$ cat src/rtl/dds_voice_scheduler_pkg.sv
// Shared constants and types for the DDS voice scheduler.
// Voice count and widths are configured here; all scheduler files import this package.
package dds_pkg;

  localparam int NUM_VOICES  = 4;
  localparam int PHASE_W     = 32;
  localparam int NOTE_W      = 8;
  localparam int VOICE_IDX_W = $clog2(NUM_VOICES);
  localparam int MIX_W       = 8 + VOICE_IDX_W;

  typedef enum logic [1:0] {
    IDLE   = 2'd0,
    SEARCH = 2'd1,
    COMMIT = 2'd2
  } alloc_state_e;

  typedef struct packed {
    logic                   active;
    logic [NOTE_W-1:0]      note;
    logic [PHASE_W-1:0]     adder;
    logic [PHASE_W-1:0]     phase;
    logic [VOICE_IDX_W-1:0] age;
  } voice_t;

endpackage

$ cat src/rtl/dds_voice_scheduler_alloc.sv
// Voice allocator: accepts commands, scans voices one per cycle, then commits a write.
// Owns the LRU ages (0 = most recently allocated, NUM_VOICES-1 = oldest).
module dds_voice_alloc
  import dds_pkg::*;
(
  input  logic                   i_clk,
  input  logic                   i_reset,
  input  logic                   i_cmd_valid,
  input  logic                   i_cmd_on,
  input  logic [NOTE_W-1:0]      i_cmd_note,
  input  logic [PHASE_W-1:0]     i_cmd_adder,
  input  logic [NUM_VOICES-1:0]  i_voice_active,
  input  logic [NOTE_W-1:0]      i_voice_note [NUM_VOICES],
  output logic                   o_cmd_ready,
  output logic                   o_wr_en,
  output logic                   o_wr_on,
  output logic [VOICE_IDX_W-1:0] o_wr_idx,
  output logic [NOTE_W-1:0]      o_wr_note,
  output logic [PHASE_W-1:0]     o_wr_adder,
  output alloc_state_e           o_state
);

  localparam logic [VOICE_IDX_W-1:0] IDX_LAST = VOICE_IDX_W'(NUM_VOICES - 1);

  alloc_state_e           r_state, w_state_nxt;
  logic                   r_on;
  logic [NOTE_W-1:0]      r_note;
  logic [PHASE_W-1:0]     r_adder;
  logic [VOICE_IDX_W-1:0] r_idx;
  logic                   r_match_vld, r_free_vld;
  logic [VOICE_IDX_W-1:0] r_match_idx, r_free_idx, r_oldest_idx;
  logic [VOICE_IDX_W-1:0] r_age [NUM_VOICES];
  logic [VOICE_IDX_W-1:0] w_target;

  // Handshake: a command transfers on a rising edge where i_cmd_valid && o_cmd_ready;
  // ready is only offered in IDLE and the command fields are latched at that edge only.
  always_comb begin
    w_state_nxt = r_state;
    o_cmd_ready = 1'b0;
    case (r_state)
      IDLE: begin
        o_cmd_ready = !i_reset;
        if (i_cmd_valid) w_state_nxt = SEARCH;
      end
      SEARCH:  if (r_idx == IDX_LAST) w_state_nxt = COMMIT;
      COMMIT:  w_state_nxt = IDLE;
      default: w_state_nxt = IDLE;
    endcase
  end

  assign w_target   = r_match_vld ? r_match_idx : (r_free_vld ? r_free_idx : r_oldest_idx);
  assign o_wr_en    = (r_state == COMMIT) && (r_on || r_match_vld);
  assign o_wr_on    = r_on;
  assign o_wr_idx   = r_on ? w_target : r_match_idx;
  assign o_wr_note  = r_note;
  assign o_wr_adder = r_adder;
  assign o_state    = r_state;

  always_ff @(posedge i_clk) begin
    if (i_reset) begin
      r_state      <= IDLE;
      r_on         <= 1'b0;
      r_note       <= '0;
      r_adder      <= '0;
      r_idx        <= '0;
      r_match_vld  <= 1'b0;
      r_free_vld   <= 1'b0;
      r_match_idx  <= '0;
      r_free_idx   <= '0;
      r_oldest_idx <= '0;
      for (int i = 0; i < NUM_VOICES; i++) r_age[i] <= VOICE_IDX_W'(i);
    end else begin
      r_state <= w_state_nxt;
      case (r_state)
        IDLE: begin
          if (i_cmd_valid) begin
            r_on    <= i_cmd_on;
            r_note  <= i_cmd_note;
            r_adder <= i_cmd_adder;
          end
          r_idx        <= '0;
          r_match_vld  <= 1'b0;
          r_free_vld   <= 1'b0;
          r_oldest_idx <= '0;
        end
        SEARCH: begin
          if (!r_match_vld && i_voice_active[r_idx] && (i_voice_note[r_idx] == r_note)) begin
            r_match_vld <= 1'b1;
            r_match_idx <= r_idx;
          end
          if (!r_free_vld && !i_voice_active[r_idx]) begin
            r_free_vld <= 1'b1;
            r_free_idx <= r_idx;
          end
          if (r_age[r_idx] == IDX_LAST) r_oldest_idx <= r_idx;
          r_idx <= r_idx + 1'b1;
        end
        COMMIT: begin
          // Ages stay a permutation: everything younger than the target moves back one.
          if (r_on) begin
            for (int i = 0; i < NUM_VOICES; i++) begin
              if (VOICE_IDX_W'(i) == w_target) r_age[i] <= '0;
              else if (r_age[i] < r_age[w_target]) r_age[i] <= r_age[i] + 1'b1;
            end
          end
        end
        default: ;
      endcase
    end
  end

endmodule

$ cat src/rtl/dds_voice_scheduler.sv
// Time-multiplexed DDS phase accumulator shared by NUM_VOICES voices, one slot per clock.
// Optional sawtooth frame mix output enabled by defining DDS_VOICE_MIX_EN.
module dds_voice_scheduler
  import dds_pkg::*;
(
  input  logic                   i_clk,
  input  logic                   i_reset,
  input  logic                   i_cmd_valid,
  output logic                   o_cmd_ready,
  input  logic                   i_cmd_on,
  input  logic [NOTE_W-1:0]      i_cmd_note,
  input  logic [PHASE_W-1:0]     i_cmd_adder,
  output logic [VOICE_IDX_W-1:0] o_slot_idx,
  output logic [PHASE_W-1:0]     o_slot_phase,
  output logic                   o_slot_active,
  output logic                   o_frame_start,
`ifdef DDS_VOICE_MIX_EN
  output logic [MIX_W-1:0]       o_mix_out,
`endif
  output alloc_state_e           o_alloc_state
);

  logic [VOICE_IDX_W-1:0] r_slot;
  logic [NUM_VOICES-1:0]  r_active;
  logic [NOTE_W-1:0]      r_note  [NUM_VOICES];
  logic [PHASE_W-1:0]     r_adder [NUM_VOICES];
  logic [PHASE_W-1:0]     r_phase [NUM_VOICES];

  logic [VOICE_IDX_W-1:0] r_slot_idx;
  logic [PHASE_W-1:0]     r_slot_phase;
  logic                   r_slot_active;
  logic                   r_frame_start;

  logic                   w_wr_en, w_wr_on;
  logic [VOICE_IDX_W-1:0] w_wr_idx;
  logic [NOTE_W-1:0]      w_wr_note;
  logic [PHASE_W-1:0]     w_wr_adder;
  logic [NUM_VOICES-1:0]  w_active_nxt;
  logic [PHASE_W-1:0]     w_phase_nxt [NUM_VOICES];

  dds_voice_alloc u_alloc (
    .i_clk          (i_clk),
    .i_reset        (i_reset),
    .i_cmd_valid    (i_cmd_valid),
    .i_cmd_on       (i_cmd_on),
    .i_cmd_note     (i_cmd_note),
    .i_cmd_adder    (i_cmd_adder),
    .i_voice_active (r_active),
    .i_voice_note   (r_note),
    .o_cmd_ready    (o_cmd_ready),
    .o_wr_en        (w_wr_en),
    .o_wr_on        (w_wr_on),
    .o_wr_idx       (w_wr_idx),
    .o_wr_note      (w_wr_note),
    .o_wr_adder     (w_wr_adder),
    .o_state        (o_alloc_state)
  );

  // A commit to the voice in the current slot overrides that slot's accumulate.
  always_comb begin
    for (int i = 0; i < NUM_VOICES; i++) begin
      w_phase_nxt[i]  = r_phase[i];
      w_active_nxt[i] = r_active[i];
      if (w_wr_en && (w_wr_idx == VOICE_IDX_W'(i))) begin
        w_phase_nxt[i]  = w_wr_on ? '0 : r_phase[i];
        w_active_nxt[i] = w_wr_on;
      end else if ((r_slot == VOICE_IDX_W'(i)) && r_active[i]) begin
        w_phase_nxt[i] = r_phase[i] + r_adder[i];
      end
    end
  end

  always_ff @(posedge i_clk) begin
    if (i_reset) begin
      r_slot        <= '0;
      r_active      <= '0;
      r_slot_idx    <= '0;
      r_slot_phase  <= '0;
      r_slot_active <= 1'b0;
      r_frame_start <= 1'b0;
      for (int i = 0; i < NUM_VOICES; i++) begin
        r_note[i]  <= '0;
        r_adder[i] <= '0;
        r_phase[i] <= '0;
      end
    end else begin
      r_slot   <= r_slot + 1'b1;
      r_active <= w_active_nxt;
      for (int i = 0; i < NUM_VOICES; i++) begin
        r_phase[i] <= w_phase_nxt[i];
        if (w_wr_en && w_wr_on && (w_wr_idx == VOICE_IDX_W'(i))) begin
          r_note[i]  <= w_wr_note;
          r_adder[i] <= w_wr_adder;
        end
      end
      r_slot_idx    <= r_slot;
      r_slot_phase  <= w_phase_nxt[r_slot];
      r_slot_active <= w_active_nxt[r_slot];
      r_frame_start <= (r_slot == '0);
    end
  end

  assign o_slot_idx    = r_slot_idx;
  assign o_slot_phase  = r_slot_phase;
  assign o_slot_active = r_slot_active;
  assign o_frame_start = r_frame_start;

`ifdef DDS_VOICE_MIX_EN
  logic [MIX_W-1:0] r_mix_acc, r_mix_out, w_mix_top;

  // Accumulates from the registered slot outputs so the total lands with the next frame start.
  assign w_mix_top = r_slot_active ? MIX_W'(r_slot_phase[PHASE_W-1 -: 8]) : '0;

  always_ff @(posedge i_clk) begin
    if (i_reset) begin
      r_mix_acc <= '0;
      r_mix_out <= '0;
    end else begin
      r_mix_acc <= (r_slot_idx == '0) ? w_mix_top : r_mix_acc + w_mix_top;
      if (r_slot_idx == VOICE_IDX_W'(NUM_VOICES - 1)) r_mix_out <= r_mix_acc + w_mix_top;
    end
  end

  assign o_mix_out = r_mix_out;
`endif

endmodule
$ cat config.mk
export PLATFORM = sky130hd
export DESIGN_NAME = dds_voice_scheduler
export DESIGN_NICKNAME = d
export VERILOG_FILES = /design/src/rtl/dds_voice_scheduler_pkg.sv /design/src/rtl/dds_voice_scheduler_alloc.sv /design/src/rtl/dds_voice_scheduler.sv
export SDC_FILE = /design/constraint.sdc
export NUM_CORES = 1
export LEC_CHECK = 0
export ABC_AREA = 1
export ABC_CLOCK_PERIOD_IN_PS = 3020
export BUFFER_PORTS_ARGS = -buffer_cell sky130_fd_sc_hd__buf_2
export CORE_AREA = 2 2 291 293
export DETAILED_ROUTE_END_ITERATION = 7
export DIE_AREA = 0 0 293 295
export PLACE_DENSITY = 0.47
export SYNTH_ARGS = -nofsm -noshare
export SYNTH_HDL_FRONTEND = slang
export SYNTH_SLANG_ARGS = --single-unit
$ cat constraint.sdc
create_clock -name i_clk -period 3.02 [get_ports i_clk]
set_clock_uncertainty 0.05 [all_clocks]
set_input_delay 0.302 -clock i_clk [delete_from_list [all_inputs] [get_ports i_clk]]
set_output_delay 0.302 -clock i_clk [all_outputs]
set_load 0.03 [all_outputs]
Yosys cells after proc, flatten, opt, wreduce, memory -nomap -nowiden
Memory sizes are Yosys's and may differ from the RTL's. A register that Yosys moved wholly into a read port is not among the register bits.
Cells that the tools add are included.
- word-level logic and storage cells: 229
- memories: 3
- RAM bits: 264
- bits in read-only memories: 0
- bits in registers: 127
- output and inout bits: 39
- latch bits: 0
- input port bits: 44
- div/mod/pow operators: 0
- order comparisons: 8
- shift operators: 0
- equality and inequality tests: 19
- reduce and logical (&&, ||, !) cells: 34
- mux-type cells: 117
- bitwise logic cells: 18
- multipliers: 0
- add/sub/neg operators: 10
- memory list (name ; depth ; width ; rd ports ; clocked after Yosys merged registers in ; wr ports ; RTL line ; source):
    r_adder ; 4 ; 32 ; 4 ; 0 ; 4 ; dds_voice_scheduler.sv:26 ; logic [PHASE_W-1:0] r_adder [NUM_VOICES];
    r_phase ; 4 ; 32 ; 4 ; 0 ; 4 ; dds_voice_scheduler.sv:27 ; logic [PHASE_W-1:0] r_phase [NUM_VOICES];
    u_alloc.r_age ; 4 ; 2 ; 6 ; 1 ; 4 ; dds_voice_scheduler_alloc.sv:32 ; logic [VOICE_IDX_W-1:0] r_age [NUM_VOICES];
- operators with widths (kind ; number):
    2-to-1 mux 32 bit ; 22
    adder 32 bit ; 4
    2-to-1 mux 1 bit ; 68
    binary-select mux 32 bit (select 2 bit) ; 1
    2-to-1 mux 2 bit ; 16
    logical AND 1 bit ; 17
    binary-select mux 8 bit (select 2 bit) ; 1
    2-to-1 mux 8 bit ; 2
    OR 1 bit ; 16
    equality test 2 bit, second input constant ; 7
    AND reduction 2 bit ; 7
    adder 2 x 1 -> 2 bit, second input constant ; 6
    case mux 2 bit (2 select lines) ; 3
    equality test 8 bit ; 1
    logical NOT 2 bit ; 4
    < comparator 2 bit ; 4
    inequality test 2 x 1 -> 1 bit, second input constant ; 4
    equality test 2 x 1 -> 1 bit, second input constant ; 3
    >= comparator 3 bit, second input constant ; 2
    < comparator 2 x 3 -> 1 bit, second input constant ; 2
    inverter 2 -> 3 bit ; 2
    binary-select mux 1 bit (select 2 bit) ; 2
    equality test 2 bit, first input constant ; 2
    logical NOT 1 bit ; 4
    5 further kinds ; 6

Logic depth before layout (Yosys ltp)
Gate-level depths: netlist (run 1).
An unclocked memory read counts as a cell.
- depth in word-level cells: 11
- depth in mapped cells: 17
- mapped depth without buffers: 17

Cells and area by module
Synthesis (run 1) repeated with hierarchy kept, for this count alone.
- cells, all modules: 3965
- area, all modules: 26025.0 um2
- by module, submodules not included (module ; area each (um2) ; cells each ; instances ; seq. area each (um2)):
    dds_voice_scheduler ; 22715.5 ; 3471 ; 1 ; 7887.6
    dds_voice_alloc ; 3309.4 ; 494 ; 1 ; 1341.3

Worst setup path before layout (run 1)
OpenSTA, ideal clock, no wires.
- kind: register to register
- start point: register u_alloc.r_state[1] (netlist: u_alloc.o_state[1])
- end point: memory r_adder[2][0], enable pin
- library setup time: 0.438 ns
- path buffers: 0
- cell stages (with the launch flop): 7
- arrival time: 2.767 ns
- required time: 2.532 ns
- clock period less this slack: 3.254 ns
- slack: -0.234 ns
- cells stage by stage: dfxtp_1 > inv_1 > nor2_1 > o21ai_0 > inv_2 > nand2_1 > o21ai_1
- RTL lines (item ; RTL line ; source):
    start: declaration ; dds_voice_scheduler_alloc.sv:25 ; alloc_state_e r_state, w_state_nxt;
    start signal: assignment ; dds_voice_scheduler_alloc.sv:73 ; r_state <= w_state_nxt;
    end: declaration ; dds_voice_scheduler.sv:26 ;

==> results by group, run 1 <==
Finish
  – Register Area: 9230 um2
  – Layout cells sized above 1: 6.61%
  – Area occupied by multi-input gates: 13800 um2
  – # fillers: 8994
  – Area growth syn-to-layout: 15.8%
  – Final core utilization: 35.6%
  – Nets: 4207

Worst setup path
  – Startpoint types: flip-flop
  – Crit-path max FO: 5
  – WP data required: 3420 ps
  – Critical path arrival: 3180 ps
  – R2R depth: 13
  – Worst Setup End Kind: flip-flop
  – Setup CP Type: flip-flop to flip-flop

Placed design
  – DP HPWL: 73900 um
  – GPL Wtd Cong: 0.919
  – Buffers on Ports: 82

Global routing
  – Tot GR Track Use: 21.8%
  – First-pass GRT wire length: 143000 um
  – Initial antenna violation count: 4
  – Vias in the first global route: 23200
  – GRT overflow: 0
  – Pin count of the biggest net entering global routing: 144

Min path
  – Hold path depth: 2
  – Class of the worst hold path: flip-flop to flip-flop

Logic synthesis
  – Syn nets: 4092
  – Post-synthesis cell area: 25600 um2
  – Mean Syn Cell Area: 6.54 um2
  – Cells after synthesis: 3911
  – Count of cell types in the netlist: 47
  – Seq/Total Area, Yosys: 36.1%
  – Ys Warns: 0
  – Yosys reg bits: 393

STA
  – Final Hold Fails: 0
  – Fmax: 360 MHz
  – Final Critical Period: 2780 ps
  – Fin. max-slew vios: 0
  – RSZ-0062 raised after global routing: yes
  – Tightest Pin Transition: 898 ps
  – Relative slew margins: 40.1%
  – Fin crit share: 92.0%
  – Final setup violating endpoints: 0
  – Setup tns final: 0 ps

Floorplanning
  – Die X: 293 um
  – Die Ht: 295 um
  – Core Area: 83200 um2
  – Initial core utilization: 30.8%
  – Die area: 86400 um2
  – Row count: 106
  – Ports: 83

Drt
  – Metal2 WL: 43900 um
  – Post-route ant nets: 0
  – Via count: 24800
  – DR iter-0 viols: 2025
  – DRC violations left: 0
  – Routed WL per cell: 18.6 um
  – TritonRoute pass-1 iters: 5
  – DRT met1 WL: 44700 um
  – Highest metal used: met4
  – Met3 Routed Length: 4850 um
  – Vias per cell: 4.82
  – WL final: 96000 um

Power
  – Leak pwr: 13.9 nW
  – Worst IR drop on VDD: 0.405 mV
  – Pwr dens: 443 nW/um2

Clock tree
  – Max Buffers Root-to-Sink: 3
  – H-tree depth: 2
  – Post-CTS Setup Inserts: 0
  – Number of buffers created by CTS: 50
  – Clock transition at path regs: 60 ps
  – Clock Tree Root: clkbuf_16
  – CTS sink cnt: 393
  – Later-pin clock latency in the skew report: 620 ps
  – CTS tree: done

Job
  – Max cap viols: 0

Outcome
  – Status: completed
-- registers in the layout (all words and copies together), names as in the netlist, 4 cells and up, named ones only --
register	count
r_active	4
u_alloc.r_age	8
u_alloc.o_wr_note	8
u_alloc.o_wr_adder	32
r_adder	128
o_slot_phase	32
r_note	32
r_phase	128
-- metrics by stage --
| step | instance area [um2] | worst slack (ps) | power, mW | hold WS (ps) | cells |
|---|---|---|---|---|---|
| global placement | 27500 | 135 | 6.97 | 403 | 5011 |
| floorplan | 25600 | 274 | 6.43 | 389 | 3911 |
| CTS | 29600 | 115 | 13.3 | 418 | 5148 |
| global route | 29600 | -0.232 | 13.6 | 429 | 5148 |
| finish | 29600 | 241 | 13.1 | 421 | 5149 |
| detailed placement | 27500 | 127 | 6.97 | 409 | 5011 |
-- synthesized netlist by cell type (all sizes together) --
cell,number,share of area [%]
xor2,31,1.1
dfxtp,257,20
inv,539,7.9
nand2,1166,17
a21o,3,0.088
a211oi,1,0.029
or2,10,0.24
a221oi,1,0.034
a21oi,310,6.1
a31oi,1,0.024
xnor2,29,0.99
clkbuf,86,1.3
nor2,507,7.5
nand3b,4,0.12
o21ai,139,2.8
nand4,11,0.27
clkinv,8,0.12
edfxtp,136,16
and3,4,0.098
nor4,6,0.15
nor3b,3,0.088
o221ai,1,0.034
and2,4,0.098
ha,133,6.5
nor3,23,0.45
fa,4,0.31
nand3,395,7.8
o22ai,14,0.34
buf,39,0.92
o21bai,14,0.41
o211ai,32,0.94
-- cell usage in the layout (no fill, tap or decap), drive strengths merged, types with 2 or more instances in the layout --
master       netlist  routed
a21oi            310     310
fa                 4       4
dlygate4sd3        0      43
clkbuf            86      79
or2               10      10
a21o               3       3
bufinv             0       2
o21bai            14      14
nor4               6       6
nor2             507     507
o21ai            139     139
dfxtp            257     257
nand4             11      11
ha               133     133
clkinv             8      16
and3               4       4
xnor2             29      29
edfxtp           136     136
xor2              31      31
nand3b             4       4
o22ai             14      14
nor3b              3       3
nand3            395     395
nand2           1166    1166
o211ai            32      32
nor3              23      23
buf               39     145
inv              539     544
and2               4       4
-- timing repair --
item / CTS / global route
resized for setup: 0 / 3
setup endpoints to repair: 0 / 3
endpoints found under the hold margin: 43 / 0
hold buffers: 43 / 0
-- worst paths after layout --
path	from	to	slack, ps
setup / recovery	r_adder[1][0]	o_slot_phase[14]	240
hold / removal	r_note[10]	r_note[10]	420
setup reg to reg	r_adder[1][0]	o_slot_phase[14]	240
hold reg to reg	r_note[10]	r_note[10]	420
-- where the power goes --
part	total (mW)	leakage (nW)	internal (mW)	switching, mW
registers	5.70	3.48	5.61	0.0859
logic	1.19	9.57	0.317	0.875
clock network	6.24	0.853	3.72	2.51
-- area by class of cell --
type,instances,area share [%]
diodes,1,0.00845
well taps,1080,4.56
inverters,547,6.95
repair buffers,188,5.05
flip-flops and latches,393,31.2
clock inverters,15,0.503
clock buffers,79,5.28
multi-input cells,2846,46.5
-- cell families (layout without fill, tap and decap cells) --
| group | Yosys count | in the layout | synth area share, % |
|---|---|---|---|
| buffers and inverters | 672 | 829 | 10.2 |
| adder cells (fa/ha/maj) | 137 | 137 | 6.82 |
| XOR/XNOR | 60 | 60 | 2.05 |
| AO/OA/AOI/OAI | 516 | 516 | 10.8 |
| other | 0 | 1 | 0 |
| flip-flops | 393 | 393 | 36.1 |
| AND/OR/NAND/NOR | 2133 | 2133 | 34.0 |
-- worst max-delay path: stages (launching register included) --
cell	delay [ps]
edfxtp_1	360
ha_1	240
fa_1	470
nand3_1	130
nand3_2	160
nand2_1	100
nand2_1	100
nand2_1	90
nand2_1	150
xor2_1	180
o21ai_0	230
nand3_1	130
nand3_2	140
a21oi_1	80
-- layer usage --
layer	GRT usage, %	vias up
met5	0	-
met4	5.92	0
met3	2.86	93
met2	36.0	640
met1	30.0	11300
li1	-	12800
(Power assumes the default switching activity.)
==> inputs of run 2 (changes only) <==
--- a/config.mk
+++ b/config.mk
@@ -8,10 +8,12 @@
 export ABC_AREA = 1
 export ABC_CLOCK_PERIOD_IN_PS = 3020
 export BUFFER_PORTS_ARGS = -buffer_cell sky130_fd_sc_hd__buf_2
-export CORE_AREA = 2 2 291 293
+export CORE_AREA = 2 2 215 217
 export DETAILED_ROUTE_END_ITERATION = 7
-export DIE_AREA = 0 0 293 295
-export PLACE_DENSITY = 0.47
+export DIE_AREA = 0 0 217 219
+export GPL_TIMING_DRIVEN = 0
+export MAX_ROUTING_LAYER = met4
+export PLACE_DENSITY = 0.77
 export SYNTH_ARGS = -nofsm -noshare
 export SYNTH_HDL_FRONTEND = slang
 export SYNTH_SLANG_ARGS = --single-unit
==> run 2 against run 1 <==
Net effect: global-route usage rose by 20 points; utilization rose by 28 points; die area fell by 45%; clock power fell by 15%; final cell count fell by 8.5%; combinational power rose by 11%; setup slack got worse by 220 ps; design area fell by 3.0%; critical endpoint is now o_cmd_ready; largest cell class unchanged; highest routed layer unchanged.
==> results by group, run 2 (same netlist as run 1, synthesis figures left out) <==
Outcome
  – Status: completed

Floorplanning
  – Die X: 217 um
  – Die area: 47500 um2
  – Core Area: 45100 um2
  – Ports: 83
  – Row count: 78
  – Initial core utilization: 56.7%
  – Die Ht: 219 um

Power
  – NetSw: 3.45 mW
  – Sequential Power Share: 46.1%
  – Worst IR drop on VDD: 0.542 mV
  – Leak pwr: 13.7 nW
  – Combinational share of power: 10.7%
  – Pint: 8.87 mW
  – Pwr dens: 429 nW/um2
  – Clock power frac: 43.2%
  – Sw frac: 28.0%

Min path
  – Hold path start: i_cmd_adder[23]
  – Hold endpoint: u_alloc.o_wr_adder[23]
  – Class of the worst hold path: primary input to flip-flop
  – Hold path depth: 3

Finish
  – Most frequent cells in the layout: nand2_1, inv_1, nor2_1, nand3_1, a21oi_1
  – Most common cell after layout, fill and taps aside: nand2_1
  – Area growth syn-to-layout: 12.3%
  – Area occupied by multi-input gates: 13900 um2
  – Layout cells sized above 1: 6.40%
  – # fillers: 4355
  – Biggest regs: r_adder (128), r_phase (128)
  – Register Area: 9230 um2
  – Nets: 4255
  – Final core utilization: 63.7%
  – Design area: 28700 um2

Clock tree
  – Clock Tree Root: clkbuf_16
  – Number of buffers created by CTS: 44
  – Max Buffers Root-to-Sink: 3
  – CTS sink cnt: 393
  – Clock transition at path regs: 50 ps
  – Later-pin clock latency in the skew report: 610 ps
  – H-tree depth: 2
  – CTS tree: done

Worst setup path
  – RR Startpoint: r_adder[1][0]
  – Crit-path max FO: 10
  – Critical path arrival: 2650 ps
  – R2r setup slk: 70 ps
  – Worst Setup End Kind: output pin
  – WP data required: 2670 ps
  – Setup CP Type: primary input to output pin
  – FF-to-FF End: o_slot_phase[12]
  – Startpoint types: primary input
  – R2R depth: 13

Global routing
  – GRT overflow: 0
  – Initial antenna violation count: 5
  – Pin count of the biggest net entering global routing: 35
  – Tot GR Track Use: 41.5%
  – Vias in the first global route: 24400
  – First-pass GRT wire length: 142000 um

STA
  – Fin. max-slew vios: 0
  – Final Hold Fails: 0
  – Relative slew margins: 36.0%
  – Fin crit share: 99.4%
  – Final Critical Period: 3000 ps
  – Tightest Pin Transition: 960 ps
  – Fmax: 333 MHz
  – Final setup violating endpoints: 0

Drt
  – Post-route ant nets: 0
  – DR iter-0 viols: 2881
  – Vias per cell: 5.64
  – DRC violations left: 0
  – Via count: 26600
  – Routed WL per cell: 20.5 um
  – WL final: 96800 um
  – TritonRoute pass-1 iters: 8

Placed design
  – Dpl cell area: 26800 um2
  – DP HPWL: 74900 um
  – GPL Wtd Cong: 1.03
  – Buffers on Ports: 81

Job
  – Max cap viols: 0
==> run 2: changes by cell type in the layout (fill, tap and decap cells not counted), moves of 7 or more <==
cell / previous run / this run
clkbuf_1: 11 / 81
buf_4: 49 / 5
buf_2: 81 / 106
clkbuf_8: 16 / 1
buf_12: 14 / 2
buf_1: 0 / 11
dlygate4sd3_1: 43 / 34
nand3_1: 390 / 382
a21oi_1: 310 / 303
nand3_2: 4 / 11
==> run 2: metal layers <==
metal / up-vias / part of all wire (%) / global-route usage [%]
li1: 12900 / - / -
met1: 12100 / 40 / 50.9
met2: 1364 / 44 / 63.6
met3: 285 / 10 / 8.23
met4: 0 / 6.6 / 24.4
met5: - / 0 / -
==> run 2: stage by stage <==
step | hold WS, ps | setup TNS [ps] | instances | worst slack, ps | power, mW
floorplan | 389 | 0 | 3911 | 274 | 6.43
global placement | 401 | -135770 | 4592 | -1290 | 6.99
detailed placement | 409 | -66500 | 4594 | -1300 | 6.99
CTS | 4.67 | 0 | 4709 | 30.8 | 12.2
global route | 61.7 | -11.6 | 4713 | -7.23 | 12.6
finish | 17.8 | 0 | 4713 | 17.9 | 12.3
==> run 2: repair_timing <==
item | 4_1_cts | 5_1_grt
resized for setup | 29 | 52
hold buffers | 34 | 0
setup endpoints to repair | 131 | 129
setup buffers | 1 | 0
pin swaps | 1 | 2
hold endpoints to repair | 34 | 0
==> run 2: final cells by class <==
cell class,instances,share of cell area [%]
Multi-Input combinational cell,2846,48.4
Sequential cell,393,32.1
Inverter,547,7.20
Clock buffer,62,4.25
Timing Repair Buffer,118,2.76
Tap cell,600,2.61
Buffer,124,2.06
Clock inverter,19,0.588
Antenna cell,4,0.0349
==> run 2: worst max-delay path, stage by stage <==
cell and delay (ps):
clkbuf_1 430, clkbuf_1 770, buf_1 690, nor2_1 210, buf_2 240
==> run 2: worst max-delay path by stage <==
stage                             startpoint              end  cells past startpoint
after global routing               r_slot[1]  o_slot_phase[1]                     13
final                                i_reset      o_cmd_ready                      5
after global placement             r_slot[0]  o_slot_phase[7]                     14
after floorplan           u_alloc.o_state[1]    r_adder[1][0]                      9
after CTS                          r_slot[1]  o_slot_phase[2]                     12
after detailed placement           r_slot[0]  o_slot_phase[7]                     14
==> run 2: power by group through the flow <==
stage	Clock (mW)	Sequential, mW	Combinational [mW]
after floorplan	0	5.84	0.597
after global placement	0	5.80	1.19
after detailed placement	0	5.79	1.20
after CTS	5.27	5.68	1.24
after global routing	5.50	5.69	1.37
final	5.32	5.68	1.32
